File: src/rtl/memory_pkg.sv
// Shared memory-manager constants and types.
// Used by the window fetch sequencer and the address translator.
package memory_pkg;

    localparam int NUM_SETS  = 150;
    localparam int SRCH_ROWS = 16;
    localparam int SRCH_COLS = 4;
    localparam int TEM_ROWS  = 20;
    localparam int TEM_COLS  = 20;

    localparam int SET_STRIDE   = SRCH_ROWS * SRCH_COLS + TEM_ROWS * TEM_COLS;
    localparam int FRAME_OFFSET = NUM_SETS * SET_STRIDE;

    typedef enum logic [1:0] {
        IDLE,
        SRCH,
        TEM,
        FIN
    } seq_state_t;

    typedef struct packed {
        logic       frame;
        logic [7:0] set;
        logic       tem_win;
        logic [6:0] row;
        logic [6:0] col;
    } fetch_tuple_t;

endpackage

File: src/rtl/window_counter.sv
// Row/column walker for one window.
// Limits may change between windows; clear reloads to the origin.
module window_counter #(
    parameter int W = 7
) (
    input  logic         clk,
    input  logic         reset,
    input  logic         clear,
    input  logic         advance,
    input  logic [W-1:0] last_row,
    input  logic [W-1:0] last_col,
    output logic [W-1:0] row,
    output logic [W-1:0] col,
    output logic         wrap
);

    assign wrap = (row == last_row) && (col == last_col);

    always_ff @(posedge clk) begin
        if (reset || clear) begin
            row <= '0;
            col <= '0;
        end else if (advance) begin
            if (col == last_col) begin
                col <= '0;
                row <= (row == last_row) ? '0 : row + 1'b1;
            end else begin
                col <= col + 1'b1;
            end
        end
    end

endmodule

File: src/rtl/window_fetch_sequencer.sv
// Walks search/template window coordinates over a range of sets
// and presents one tuple per valid/ready transfer.
module window_fetch_sequencer
    import memory_pkg::*;
#(
    parameter int P_NUM_SETS  = NUM_SETS,
    parameter int P_SRCH_ROWS = SRCH_ROWS,
    parameter int P_SRCH_COLS = SRCH_COLS,
    parameter int P_TEM_ROWS  = TEM_ROWS,
    parameter int P_TEM_COLS  = TEM_COLS
) (
    input  logic       clk,
    input  logic       reset,
    input  logic       start,
    input  logic       frame_in,
    input  logic [7:0] set_first,
    input  logic [7:0] set_last,
    input  logic       abort,
    input  logic       out_ready,
    output logic       out_valid,
    output logic [6:0] row,
    output logic [6:0] col,
    output logic       tem_win,
    output logic [7:0] set,
    output logic       frame,
    output logic       busy,
    output logic       done,
    output logic       range_err
);

    if (P_SRCH_ROWS > 128 || P_SRCH_COLS > 128 || P_TEM_ROWS > 128 ||
        P_TEM_COLS > 128 || P_NUM_SETS > 256) begin : g_param_check
        $error("window_fetch_sequencer: parameter out of range");
    end

    localparam logic [8:0] NS = 9'(P_NUM_SETS);

    seq_state_t   state_q, state_d;
    logic         drain_q, drain_d;
    logic         frame_q;
    logic [7:0]   set_q, set_d, last_q;
    logic         range_err_q;
    logic [6:0]   last_row, last_col, cnt_row, cnt_col;
    logic         wrap, xfer, legal, start_ok, start_bad, clear;
    fetch_tuple_t tuple;

    assign legal     = (set_first <= set_last) && ({1'b0, set_last} < NS);
    assign start_ok  = (state_q == IDLE) && start && legal;
    assign start_bad = (state_q == IDLE) && start && !legal;

    assign busy      = (state_q == SRCH) || (state_q == TEM);
    assign out_valid = busy && !drain_q;
    assign xfer      = out_valid && out_ready;
    assign clear     = start_ok || (xfer && wrap);

    assign last_row = (state_q == TEM) ? 7'(P_TEM_ROWS - 1) : 7'(P_SRCH_ROWS - 1);
    assign last_col = (state_q == TEM) ? 7'(P_TEM_COLS - 1) : 7'(P_SRCH_COLS - 1);

    window_counter #(.W(7)) u_cnt (
        .clk     (clk),
        .reset   (reset),
        .clear   (clear),
        .advance (xfer),
        .last_row(last_row),
        .last_col(last_col),
        .row     (cnt_row),
        .col     (cnt_col),
        .wrap    (wrap)
    );

    always_comb begin
        state_d = state_q;
        drain_d = 1'b0;
        set_d   = set_q;
        case (state_q)
            IDLE: begin
                if (start_ok) begin
                    state_d = SRCH;
                    set_d   = set_first;
                end
            end
            SRCH, TEM: begin
                if (drain_q) begin
                    state_d = FIN;
                end else begin
                    if (xfer && wrap) begin
                        if (state_q == SRCH) begin
                            state_d = TEM;
                        end else if (set_q < last_q) begin
                            set_d   = set_q + 1'b1;
                            state_d = SRCH;
                        end else begin
                            state_d = FIN;
                        end
                    end
                    // A completion in the abort cycle already ends the run.
                    if (abort && state_d != FIN) drain_d = 1'b1;
                end
            end
            FIN:     state_d = IDLE;
            default: state_d = IDLE;
        endcase
    end

    always_ff @(posedge clk) begin
        if (reset) begin
            state_q     <= IDLE;
            drain_q     <= 1'b0;
            set_q       <= '0;
            last_q      <= '0;
            frame_q     <= 1'b0;
            range_err_q <= 1'b0;
        end else begin
            state_q     <= state_d;
            drain_q     <= drain_d;
            set_q       <= set_d;
            range_err_q <= start_bad;
            if (start_ok) begin
                frame_q <= frame_in;
                last_q  <= set_last;
            end
        end
    end

    assign tuple = '{frame: frame_q, set: set_q, tem_win: (state_q == TEM),
                     row: cnt_row, col: cnt_col};

    assign frame     = tuple.frame;
    assign set       = tuple.set;
    assign tem_win   = tuple.tem_win;
    assign row       = tuple.row;
    assign col       = tuple.col;
    assign done      = (state_q == FIN);
    assign range_err = range_err_q;

endmodule

File: config.mk
export PLATFORM = sky130hd
export DESIGN_NAME = window_fetch_sequencer
export DESIGN_NICKNAME = d
export VERILOG_FILES = /design/src/rtl/memory_pkg.sv /design/src/rtl/window_counter.sv /design/src/rtl/window_fetch_sequencer.sv
export SDC_FILE = /design/constraint.sdc
export NUM_CORES = 1
export LEC_CHECK = 0
export ABC_AREA = 1
export CORE_UTILIZATION = 50
export DETAILED_ROUTE_END_ITERATION = 10
export DONT_BUFFER_PORTS = 1
export SKIP_LAST_GASP = 1
export SYNTH_ARGS = -nofsm -noshare
export SYNTH_HDL_FRONTEND = slang
export SYNTH_HIERARCHICAL = 1
export SYNTH_SLANG_ARGS = --single-unit
File: constraint.sdc
create_clock -name clk -period 3.1 [get_ports clk]
set_input_delay 0.31 -clock clk [delete_from_list [all_inputs] [get_ports clk]]
set_output_delay 0.31 -clock clk [all_outputs]
set_load 0.02 [all_outputs]
==> key figures <==
Timing
  • Worst slew margin: 59.1%
  • RSZ-0062 raised after global routing: false
  • Fin crit period: between 2 and 3 ns
  • Final Hold Fails: 0
  • TNS Setup: 0 ns
  • Worst-margin pin slew: between 0.6 and 0.7 ns
  • Final setup vio count: 0
  • Final Skew: roughly 0.0034 ns
  • Final Max Slew Viols: 0
  • Fin worst setup slack: around 0.5 ns
  • Post-route clock period utilization: between 80% and 90%
  • F_max: roughly 380 MHz

Logic synthesis
  • Number of synthesized flops with an enable pin: 0
  • Main flop type after synthesis: dfxtp_1
  • Async SR Flop Fraction: 0%
  • Synth Register Bits: 35
  • Synth cell types: 35
  • Post-synthesis sequential area ratio: between 20% and 30%
  • Post-Synthesis Cells: approximately 390
  • Cell taking the most area after synthesis: dfxtp_1
  • Area share of the leading cell type in the synthesized netlist: a little over a quarter
  • Yosys warnings: 6
  • Mapped cell area: about 2600 um^2
  • Synth area leaders: dfxtp_1, nand2_1, ha_1
  • Avg Synthesized Cell Area: approximately 6.6 um^2

CTS
  • TritonCTS clock tree: done
  • Sink Count: 35
  • Worst skew pair latency: approximately 0.29 ns
  • Hold_buf cts: 0
  • Number of setup buffers added after CTS: 0
  • Post-CTS resize count: 0
  • Clock Path Buffers: 2
  • CTS H-tree lvls: 2
  • Root Buffer Master: clkbuf_8
  • CTS Buf Count: 5
  • Worst-path clk slew: roughly 0.07 ns

Critical path
  • Critical path class: register to register
  • Crit. End Element: register
  • Cells along the critical path: inv_1, ha_1, inv_1, xnor2_1, nand3_1, nor4_1, nand2_1, nand2_1, nor2_2, inv_1, a21oi_1, o21ai_0, nand2_1, nand2_1, inv_1
  • R2r setup slk: between 0.5 and 0.6 ns
  • Setup crit start kind: register
  • Crit path largest cell delay: just over 0.6 ns
  • WP data arrival: 2.79 ns
  • Critical path's slowest cell: nor4_1
  • Critical path peak fanout: 8
  • WP data required: ~3.3 ns

Layout
  • Most frequent cells in the layout: nand2_1, inv_1, nor2_1, dfxtp_1, nand3_1
  • Share of cells above drive strength 1: 7.69%
  • Nets: 448
  • Fillers: 510
  • Area Overhead vs Synth: 6.98%
  • Most common cell after layout, fill and taps aside: nand2_1
  • Number of antenna diodes: 0

Run
  • Max Cap Viol: 0

Placed design
  • Dpl hpwl: 4450 um
  • Worst Setup Slack post-DPL: ~0.50 ns
  • Final GP Congestion: 0.757
  • I/O Buffers: 0

Routing
  • DR vias: roughly 2300
  • Iteration-0 DRC Markers: 55
  • Post-route DRC: 0
  • WL per Instance: 12.1 um
  • DRT antenna net count: 0
  • WL final: between 5000 and 6000 um
  • Router iterations before antenna repair: 4
  • Vias per inst: a little under 5

Floorplan
  • Core Region: between 4000 and 5000 um^2
  • FP Rows: 25
  • DIE AREA: 5420 um^2
  • Ports: 50
  • Die Wd: 73.6 um
  • Initial Util: between 50% and 60%
  • Die Ht: 73.6 um

Min path
  • Hold crit path type: input port to register

Global routing
  • Total GRT Usage: a little under a quarter
  • Global-route wire length before repair: between 9000 and 10000 um
  • GRT overflow: 0
  • Initial antenna violation count: 0
  • Vias in the first global route: ~2100
  • Largest net degree at the start of global routing: 19

Outcome
  • Status: complete, no violations

Pwr
  • Leak: 1.38 nW
  • PwrDens: between 700 and 800 nW/um^2
  • Max VDD drop: around 500 uV
[registers in the layout, indices dropped and copies added (netlist names)]
register and cells:
last_q 8, drain_q 1, set 8, u_cnt/row 7, range_err 1, u_cnt/col 7
state_q 2, frame 1
[cell families (layout without fill, tap and decap cells)]
group / Yosys count / after routing / share of synthesized area, %
and+or+nand+nor: 190 / 190 / 34.0
DFF: 35 / 35 / 27.3
xor gates and xnor gates: 16 / 16 / 5.47
buffers and inverters: 68 / 71 / 10.8
AOI/OAI and AO/OA: 54 / 54 / 11.3
other: 2 / 15 / 0.293
adders and majority gates: 22 / 22 / 10.7
[per-stage QoR]
step	utilization [%]	area [um^2]	hold WS (ns)	instances	power, W
after global placement	55.4	2670	0.380	464	0.00162
after global routing	56.9	2740	0.0725	470	0.00210
after floorplan	-	2610	0.379	400	0.00146
final	56.9	2740	0.0842	470	0.00193
after CTS	56.9	2740	0.0722	470	0.00195
after detailed placement	55.4	2670	0.382	464	0.00163
[worst max-delay path: cells and delay by family, from the launching register on]
family	cells	cell delay (ns)
flip-flops	1	0.39
buffers and inverters	4	0.29
XOR/XNOR	1	0.12
adder cells (fa/ha/maj)	1	0.21
AND/OR/NAND/NOR	7	1.36
AO/OA/AOI/OAI	2	0.13
[path summary, 6_finish.rpt]
kind,from,to,cells after the start
worst min-delay path,reset,frame,1
worst max-delay path,state_q[0],u_cnt/row[3],15
worst min register to register,last_q[3],last_q[3],2
worst max register to register,state_q[0],u_cnt/row[3],15
[cell usage after synthesis, types with 4 or more instances]
master / n
nand2_4: 4
inv_2: 5
nor2_2: 4
o21ai_1: 4
dfxtp_1: 35
xor2_1: 10
inv_1: 58
ha_1: 22
nand2_1: 103
xnor2_1: 6
nand3_1: 24
nor2_1: 37
a21oi_1: 23
o21ai_0: 19
[area by class of cell]
type / instances / area [um^2] / area share (%)
repair buffers: 2 / 15.0 / 0.548
clock buffers: 6 / 72.6 / 2.65
inverters: 63 / 236 / 8.63
flip-flops and latches: 35 / 701 / 25.6
well taps: 67 / 83.8 / 3.06
multi-input cells: 297 / 1630 / 59.6
[per-layer routing]
metal	vias up	global-route usage, %	wire length [um]	share of wire, %
met5	-	0	0	0
met4	0	7.05	80	1.4
met3	8	6.45	280	4.9
met2	40	41.3	2900	51
met1	1012	26.2	2440	43
li1	1232	-	-	-
[where the power goes]
part	internal [W]	total, W	switching, W
Combinational	0.000325	0.000913	0.000588
Clock	0.000150	0.000312	0.000162
Sequential	0.000531	0.000701	0.000170
Total	0.00101	0.00193	0.000920
Power figures use the tool's default switching activity.
